==> config.mk <==
export PLATFORM = sky130hd
export DESIGN_NAME = muacm_tx_arbiter_flat
export DESIGN_NICKNAME = d
export VERILOG_FILES = /design/src/rtl/muacm_tx_arbiter_if.sv /design/src/rtl/muacm_tx_arbiter.sv /design/src/flat_wrapper.sv
export SDC_FILE = /design/constraint.sdc
export NUM_CORES = 1
export LEC_CHECK = 0
export ABC_AREA = 1
export CORE_MARGIN = 2
export CORE_UTILIZATION = 42
export DETAILED_ROUTE_END_ITERATION = 16
export MAX_ROUTING_LAYER = met4
export PLACE_DENSITY = 0.85
export SLEW_MARGIN = 0
export SYNTH_ARGS = -nofsm -noshare
export SYNTH_HDL_FRONTEND = slang
export SYNTH_SLANG_ARGS = --single-unit
==> constraint.sdc <==
create_clock -name i_clk -period 4.15 [get_ports i_clk]
set_input_delay 1.245 -clock i_clk [delete_from_list [all_inputs] [get_ports i_clk]]
set_output_delay 1.245 -clock i_clk [all_outputs]
set_load 0.01 [all_outputs]
==> src/rtl/muacm_tx_arbiter_if.sv <==
// muacm_tx_arbiter_if: requester-side byte streams plus the shared muACM TX port.
interface muacm_tx_arbiter_if #(parameter int N = 2);
  logic [8*N-1:0] in_data;
  logic [N-1:0]   in_last;
  logic [N-1:0]   in_valid;
  logic [N-1:0]   in_ready;
  logic [7:0]     o_data;
  logic           o_last;
  logic           o_valid;
  logic           o_ready;
  logic [N-1:0]   o_grant;
  logic           o_busy;
  modport slave (
    input  in_data, in_last, in_valid, o_ready,
    output in_ready, o_data, o_last, o_valid, o_grant, o_busy
  );
  modport master (
    output in_data, in_last, in_valid, o_ready,
    input  in_ready, o_data, o_last, o_valid, o_grant, o_busy
  );
endinterface

==> src/rtl/muacm_tx_arbiter.sv <==
// muacm_tx_arbiter: packet-locked round-robin share of the muACM TX byte port, grants capped at MAX_LEN bytes.
module muacm_tx_arbiter #(
  parameter int N       = 2,
  parameter int MAX_LEN = 64
) (
  input logic               i_clk,
  input logic               rst,
  muacm_tx_arbiter_if.slave bus
);
  localparam int IW = $clog2(N);
  localparam int CW = $clog2(MAX_LEN);
  typedef enum logic {IDLE, GRANT} state_t;
  state_t         state_q, state_d;
  logic [N-1:0]   grant_q, grant_d;
  logic [IW-1:0]  gidx_q, gidx_d, ptr_q, ptr_d, pick, idx;
  logic [CW-1:0]  cnt_q, cnt_d;
  logic           found, beat, busy;
  assign busy         = (state_q == GRANT);
  assign bus.o_busy   = busy;
  assign bus.o_grant  = grant_q;
  assign bus.o_data   = bus.in_data[8*gidx_q +: 8];
  assign bus.o_valid  = busy & bus.in_valid[gidx_q];
  assign bus.o_last   = busy & (bus.in_last[gidx_q] | (cnt_q == CW'(MAX_LEN - 1)));
  assign bus.in_ready = grant_q & {N{bus.o_ready}};
  assign beat         = bus.o_valid & bus.o_ready;
  // Round-robin search starts just after the last requester to finish a grant.
  always_comb begin
    pick  = ptr_q;
    found = 1'b0;
    idx   = '0;
    for (int i = 1; i <= N; i++) begin
      idx = IW'((int'(ptr_q) + i) % N);
      if (!found && bus.in_valid[idx]) begin
        pick  = idx;
        found = 1'b1;
      end
    end
  end
  always_comb begin
    state_d = state_q;
    grant_d = grant_q;
    gidx_d  = gidx_q;
    ptr_d   = ptr_q;
    cnt_d   = cnt_q;
    if (!busy) begin
      state_d = found ? GRANT : IDLE;
      gidx_d  = found ? pick : gidx_q;
      grant_d = found ? ({{(N-1){1'b0}}, 1'b1} << pick) : '0;
    end else if (beat) begin
      cnt_d   = bus.o_last ? '0 : cnt_q + 1'b1;
      state_d = bus.o_last ? IDLE : GRANT;
      grant_d = bus.o_last ? '0 : grant_q;
      ptr_d   = bus.o_last ? gidx_q : ptr_q;
    end
  end
  always_ff @(posedge i_clk or posedge rst) begin
    if (rst) begin
      state_q <= IDLE;
      grant_q <= '0;
      gidx_q  <= '0;
      ptr_q   <= IW'(N - 1);
      cnt_q   <= '0;
    end else begin
      state_q <= state_d;
      grant_q <= grant_d;
      gidx_q  <= gidx_d;
      ptr_q   <= ptr_d;
      cnt_q   <= cnt_d;
    end
  end
endmodule

==> src/flat_wrapper.sv <==
// flat-port wrapper written by rule: the top's interface ports become plain ports
module muacm_tx_arbiter_flat 
#(
  parameter int N       = 2,
  parameter int MAX_LEN = 64
)
  (i_clk, rst, bus_in_data, bus_in_last, bus_in_valid, bus_o_ready, bus_in_ready, bus_o_data, bus_o_last, bus_o_valid, bus_o_grant, bus_o_busy);
  muacm_tx_arbiter_if #(.N(N)) bus_i ();
  input logic i_clk;
  input logic rst;
  input wire logic [$bits(bus_i.in_data)-1:0] bus_in_data;
  input wire logic [$bits(bus_i.in_last)-1:0] bus_in_last;
  input wire logic [$bits(bus_i.in_valid)-1:0] bus_in_valid;
  input wire logic [$bits(bus_i.o_ready)-1:0] bus_o_ready;
  output wire logic [$bits(bus_i.in_ready)-1:0] bus_in_ready;
  output wire logic [$bits(bus_i.o_data)-1:0] bus_o_data;
  output wire logic [$bits(bus_i.o_last)-1:0] bus_o_last;
  output wire logic [$bits(bus_i.o_valid)-1:0] bus_o_valid;
  output wire logic [$bits(bus_i.o_grant)-1:0] bus_o_grant;
  output wire logic [$bits(bus_i.o_busy)-1:0] bus_o_busy;
  assign bus_i.in_data = bus_in_data;
  assign bus_i.in_last = bus_in_last;
  assign bus_i.in_valid = bus_in_valid;
  assign bus_i.o_ready = bus_o_ready;
  assign bus_in_ready = bus_i.in_ready;
  assign bus_o_data = bus_i.o_data;
  assign bus_o_last = bus_i.o_last;
  assign bus_o_valid = bus_i.o_valid;
  assign bus_o_grant = bus_i.o_grant;
  assign bus_o_busy = bus_i.o_busy;
  muacm_tx_arbiter #(.N(N), .MAX_LEN(MAX_LEN)) u_core (.i_clk(i_clk), .rst(rst), .bus(bus_i));
endmodule
* After elaboration in Yosys (flattened, before gate mapping)
Cells that the tools add are included.
Storage, ports and cells: bits in registers 11, output and inout port bits 15, logic and storage cells 49
Operators by class: add/sub/neg operators 3, order comparisons 3, equality and inequality tests 3, shift-type cells 2, muxes and demuxes 21, bitwise operators 6, reduce and logical (&&, ||, !) cells 6
Operators by type and width (number):
- $mux 1 | 16
- $shiftx 16x5->8 | 1
- $mux 2 | 4
- $add 6x1->6 const B | 1
- $eq 6x6->1 const B | 1
- $lt 1x2->1 const B | 3
- $mux 6 | 1
- $reduce_and 2->1 | 3
- $and 1x1->1 | 3
- $reduce_and 3->1 | 1
- $add 1x1->1 const B | 2
- $and 2x2->2 | 1
- $ne 2x1->1 const B | 1
- $ne 2x2->1 const B | 1
- $shl 1x1->2 const A | 1
- $logic_and 1x1->1 | 1
- $logic_not 1->1 | 1
- $not 1->1 | 1
- $or 1x1->1 | 1

* Longest topological paths before layout
Gate-level depths: netlist of the first run.
depth in word-level cells 10, gate-level depth with buffers 8, mapped depth without buffers 8

* Least setup slack after synthesis of the first run
Ideal clock, no wire load.
path type in2out, start point in bus_in_last[1], end point out bus_o_last, arrival 1.690 ns, required time 2.905 ns, slack 1.215 ns, cell stages on the path 6, buffers on the path 0, cell sequence inv_1 > nand2_1 > o21ai_1 > nand2_2 > nand2_2 > inv_1
On the way: word-level cells in the longest chain between the ends 4
Ends and longest elaborated chain:
- start: declaration | line flat_wrapper.sv:12 | input wire logic [$bits(bus_i.in_last)-1:0] bus_in_last;
- $mux 1 (implied by the code) (2 in a row) | line muacm_tx_arbiter.sv:23 | assign bus.o_last = busy & (bus.in_last[gidx_q] | (cnt_q == CW'(MAX_LEN - 1)));
- $or 1x1->1 | line muacm_tx_arbiter.sv:23
- $and 1x1->1 | line muacm_tx_arbiter.sv:23
- end: declaration | line flat_wrapper.sv:17 | output wire logic [$bits(bus_i.o_last)-1:0] bus_o_last;
Every way passes these cells. The select of a mux whose other input is x is not followed.

* Worst setup path after layout of the first run
Same ends and word-level chain as after synthesis.

==> flow_summary.toml, run 1 <==
[synth]
synthAdderAreaFrac = 0.01637
yosysWarningCount = 0
synth-simple-area-share = 0.4926
synth_area_um2 = 764.5
synth_seq_cells = 11
synth-compound-area-share = 0.03601
ys_types = 22
synthTopCellsByArea = "dfrtp_1 (33%), nand2_1 (28%), inv_1 (5.4%)"
muxShareOfSynthArea = 0
synth_top_family_by_area = "simple AND/OR/NAND/NOR gates"
synth.avg_cell_area_um2 = 6.534
yosys.area.top_type = "dfrtp_1"
synth-xor-area-share = 0.01146
yosysSeqAreaShare = 0.3617
syn_inst = 117
synth_top_cell_area_share = 0.3273
synthesis.nets = 141

[pwr]
p_leak_nw = 0.6083
p_sw_frac = 0.4322
pwr-share-clk = 0.110
combPwrFrac = 0.576
peakVddDrop_uv = 332.5
p_seq_frac = 0.315
p_sw_mw = 0.2895
powerDensity_mw_per_mm2 = 564.2
total_power_mw = 0.6699
p_int_mw = 0.3804

[clock_tree]
cts_hold_buf = 0
clkSlewWorstSetupHoldPaths_ps = 70
cts-buffers-inserted = 3
clock_latency_ps = 270
cts_resized = 0
clk_path_buf_depth = 2
cts-htree-levels = 1
cts_tree = "done"
cts.root.buffer_cell = "clkbuf_4"
cts.sinks = 11
postCtsSetupBuffers = 0

[setup_path]
critPathLaunch = "bus_in_last[1]"
worstPathRequired_ps = 2900
r2r-start = "u_core.cnt_q[0]"
slowest_stage = "clkdlybuf4s50_1"
start_kind = "primary input"
arrival_ps = 2700
crit_type = "primary input to primary output"
cp_cell_sequence = "clkdlybuf4s50_1 -> inv_1 -> nand2_1 -> o21ai_1 -> nand2_2 -> nand2_2 -> inv_1 -> clkdlybuf4s50_1"
endpoint_kind = "primary output"
cpPeakStageDelay_ps = 520
critPathMaxFanout = 7

[run_status]
status = "finished clean"

[die]
rows = 15
io_pins = 38
initial_utilization = 0.4428
die_w_um = 46.67
die_area_mm2 = 0.002178
die_y_um = 46.67
coreArea_mm2 = 0.001727

[placement]
place_hpwl_mm = 1.528
gp_congestion = 0.8100
dp_slack_ps = 199.9
port_buffers = 37

[global_routing]
gr-usage-met3 = 0.03529
grt_start_max_net_pins = 15
grt_first_pass_wirelength_mm = 2.898
grt-ovfl-total = 0
grt_pass1_vias = 763
antenna_found_initial = 0
top_usage_layer = "met2"
gr-usage-all-layers = 0.1924
globalRouteMet2Util = 0.3444
grt.met1_usage = 0.2114

[timing]
tightest_slew_ps = 456.0
rsz0062_at_grt = "no"
final_max_slew_viol_count = 0
relSlewSlack = 0.6960
final.period_utilization = 0.9510
fmax_mhz = 253.4
period_needed_ps = 3947
worst_slack_ps = 203.3
timing.setup.tns_ps = 0
finClkSkew_ps = 9.427
hold_viol = 0
setup_viol = 0

[route]
vias_per_cell = 4.621
postRouteAntennaNets = 0
first_pass_iters = 4
wirelength_mm = 1.847
drcViolationCount = 0
num_vias = 841
drtIter0Drc = 6
wl_per_cell_um = 10.15

[final_layout]
diodes = 0
area_growth_pct = 55.32
layout-drive-gt1-share = 0.1019
layout_commonest_cell = "nand2_1"
layout_common_cells = "nand2_1 (58), clkdlybuf4s50_1 (37), inv_1 (11)"
nets = 182

[flow_run]
drv_cap = 0

[worst_hold_path]
min_from = "u_core.ptr_q"
holdCritPathClass = "flop to flop"
-- power groups by stage --
stage	clock (mW)	combinational (mW)	sequential, mW
floorplan	0	0.222	0.194
global placement	0	0.380	0.209
CTS	0.0764	0.392	0.211
global route	0.0803	0.430	0.219
finish	0.0734	0.386	0.211
detailed placement	0	0.391	0.213
-- area by class of cell --
cell class	instances	area, µm²
clock buffer	4	26.28
fill	167	539.3
inverter	14	57.56
multi-input combinational	91	425.4
sequential	11	276.5
tap	25	31.28
timing repair buffer	37	370.4
-- flip-flops by register name, indices dropped and copies added (netlist names) --
register / flops
u_core.bus.o_busy: 1
u_core.gidx_q: 1
u_core.ptr_q: 1
u_core.bus.o_grant: 2
u_core.cnt_q: 6
-- worst max-delay path, delay by kind of cell --
kind,cells,cell delay (ps)
compound gates,1,100
buf+inv,4,1080
simple gates,3,270
-- routing by layer --
layer  wire [µm]  share of wire
met4          20          0.011
met2         945           0.51
met3          94          0.051
met1         787           0.43
met5           0              0
-- path summary, 6_finish.rpt --
| kind | cells after the start | to | slack, ps |
|---|---|---|---|
| min reg2reg | 2 | u_core.ptr_q | 480 |
| max reg2reg | 8 | u_core.cnt_q[3] | 2780 |
| min | 2 | u_core.ptr_q | 480 |
| max in group asynchronous | 2 | u_core.ptr_q | 2550 |
| max | 8 | bus_o_last | 200 |
| min in group asynchronous | 2 | u_core.bus.o_grant[0] | 1260 |
-- synth_stat cells --
cell,count
o21ai_0,3
nor3_1,1
buf_2,1
ha_1,1
nand3_4,1
or2_1,1
dfstp_2,1
inv_1,11
nand2_2,5
nand2_1,58
xor2_1,1
nand3_1,7
nand4_1,1
nand3b_1,2
nor2_4,1
nor2_2,2
clkinv_4,1
o21bai_1,1
o21ai_1,1
nor2_1,5
dfrtp_1,10
inv_2,2
-- cells by family after synthesis --
family,after synthesis
fa+ha+maj,1
flops,11
xor+xnor,1
compound gates,5
buf+inv,15
simple gates,84
-- through the flow --
stage	instance area (µm²)	hold WS, ps	utilization	std cells
after CTS	1187	486.8	0.6877	182
after global placement	1161	463.2	0.6725	178
after detailed placement	1161	477.8	0.6725	178
after floorplan	764.5	447.0	-	117
after global routing	1187	504.6	0.6877	182
final	1187	481.1	0.6877	182
No activity file was read; power rests on OpenSTA's default activity.
==> run 2: changes to the inputs <==
--- a/config.mk
+++ b/config.mk
@@ -10,7 +10,7 @@
 export CORE_UTILIZATION = 42
 export DETAILED_ROUTE_END_ITERATION = 16
 export MAX_ROUTING_LAYER = met4
-export PLACE_DENSITY = 0.85
+export PLACE_DENSITY = 0.83
 export SLEW_MARGIN = 0
 export SYNTH_ARGS = -nofsm -noshare
 export SYNTH_HDL_FRONTEND = slang
==> flow_summary.toml, run 2 (same netlist as run 1, synthesis figures left out) <==
[final_layout]
multi_input_area_um2 = 425.4
layout_common_cells = "nand2_1 (58), clkdlybuf4s50_1 (37), inv_1 (11)"
area_growth_pct = 55.32
fill_cells = 165
top_register = "u_core.cnt_q"
layout_commonest_cell = "nand2_1"
seqCellArea_um2 = 276.5
fin_area_mm2 = 0.001187
nets = 182
layout-drive-gt1-share = 0.1019
fin_util = 0.6877
diodes = 0
largest_reg_flops = 6

[route]
num_vias = 852
wl_met3_um = 117
first_pass_iters = 4
drcViolationCount = 0
wl_met2_um = 950
top_layer_used = "met4"
drtIter0Drc = 11
wl_per_cell_um = 10.52
vias_per_cell = 4.681
wirelength_mm = 1.915
postRouteAntennaNets = 0
wl_met1_um = 792

[setup_path]
arrival_ps = 2690
endpoint_kind = "primary output"
rrSetupSlack_ps = 2770
start_kind = "primary input"
worstPathRequired_ps = 2900
reg2regPathDepth = 7
critPathMaxFanout = 7
r2r-start = "u_core.gidx_q"
crit_type = "primary input to primary output"
r2r_end = "u_core.bus.o_grant[0]"

[timing]
rsz0062_at_grt = "no"
final_max_slew_viol_count = 0
hold_slack_ps = 474.3
relSlewSlack = 0.6891
setup_viol = 0
tightest_slew_ps = 466.3
hold_viol = 0
period_needed_ps = 3937
fmax_mhz = 254.0
finClkSkew_ps = 1.237
worst_slack_ps = 213.5
timing.setup.tns_ps = 0
final.period_utilization = 0.9486

[clock_tree]
cts.sinks = 11
clkSlewWorstSetupHoldPaths_ps = 70
cts_resized = 0
clk_path_buf_depth = 2
cts_tree = "done"
cts-htree-levels = 1
cts_hold_buf = 0
postCtsSetupBuffers = 0
cts.root.buffer_cell = "clkbuf_4"
cts-buffers-inserted = 3
clock_latency_ps = 270

[worst_hold_path]
whs_endpoint = "u_core.ptr_q"
holdCritPathClass = "flop to flop"
min_from = "u_core.ptr_q"
hold_depth = 2

[run_status]
status = "finished clean"

[pwr]
p_int_mw = 0.3808
peakVddDrop_uv = 286.8
p_sw_frac = 0.4327
p_seq_frac = 0.314
p_sw_mw = 0.2904
p_leak_nw = 0.6083
combPwrFrac = 0.574
powerDensity_mw_per_mm2 = 565.3
pwr-share-clk = 0.112

[die]
io_pins = 38
die_area_mm2 = 0.002178
rows = 15
die_w_um = 46.67
initial_utilization = 0.4428
die_y_um = 46.67
coreArea_mm2 = 0.001727

[placement]
dp_slack_ps = 216.8
post_dp_cell_area_mm2 = 0.001161
port_buffers = 37
place_hpwl_mm = 1.564
gp_congestion = 0.8349

[global_routing]
antenna_found_initial = 0
grt_pass1_vias = 826
gr-usage-all-layers = 0.2177
grt_start_max_net_pins = 15
grt-ovfl-total = 0
grt_first_pass_wirelength_mm = 3.174

[flow_run]
drv_cap = 0
## run 2: layer usage
layer | up-vias | GRT usage
li1 | 438 | -
met1 | 373 | 0.2275
met2 | 36 | 0.3861
met3 | 5 | 0.02353
met4 | 0 | 0.1333
met5 | - | -
## run 2: power groups by stage
stage                     clock network (mW)  registers, mW  logic (mW)
final                                 0.0753          0.210       0.385
after CTS                             0.0763          0.211       0.391
after detailed placement                   0          0.213       0.388
after floorplan                            0          0.194       0.222
after global placement                     0          0.211       0.379
after global routing                  0.0817          0.217       0.430
## run 2: critical path, cell delays in order
cell,delay (ps)
clkdlybuf4s50_1,460
inv_1,40
nand2_1,40
o21ai_1,100
nand2_2,120
nand2_2,100
inv_1,70
clkdlybuf4s50_1,520
## run 2: per-stage QoR
| stage | std cells | total power [mW] |
|---|---|---|
| global route | 182 | 0.7286 |
| finish | 182 | 0.6712 |
| global placement | 178 | 0.5892 |
| floorplan | 117 | 0.4169 |
| CTS | 182 | 0.6781 |
| detailed placement | 178 | 0.6004 |
## run 2: cell type report
class	count	share of cell area
clock buffer	4	0.02213
sequential	11	0.2329
timing repair buffer	37	0.3119
inverter	14	0.04847
multi-input combinational	91	0.3583
tap	25	0.02634
## run 2: how the worst max path moves through the flow
stage / start / end / slack [ps] / cells past startpoint
final: bus_in_last[1] / bus_o_last / 210 / 8
after CTS: bus_in_last[1] / bus_o_last / 210 / 8
after global routing: bus_in_last[1] / bus_o_last / 140 / 8
after global placement: bus_in_last[1] / bus_o_last / 230 / 8
after detailed placement: bus_in_last[1] / bus_o_last / 220 / 8
after floorplan: bus_in_last[1] / bus_o_last / 1220 / 6
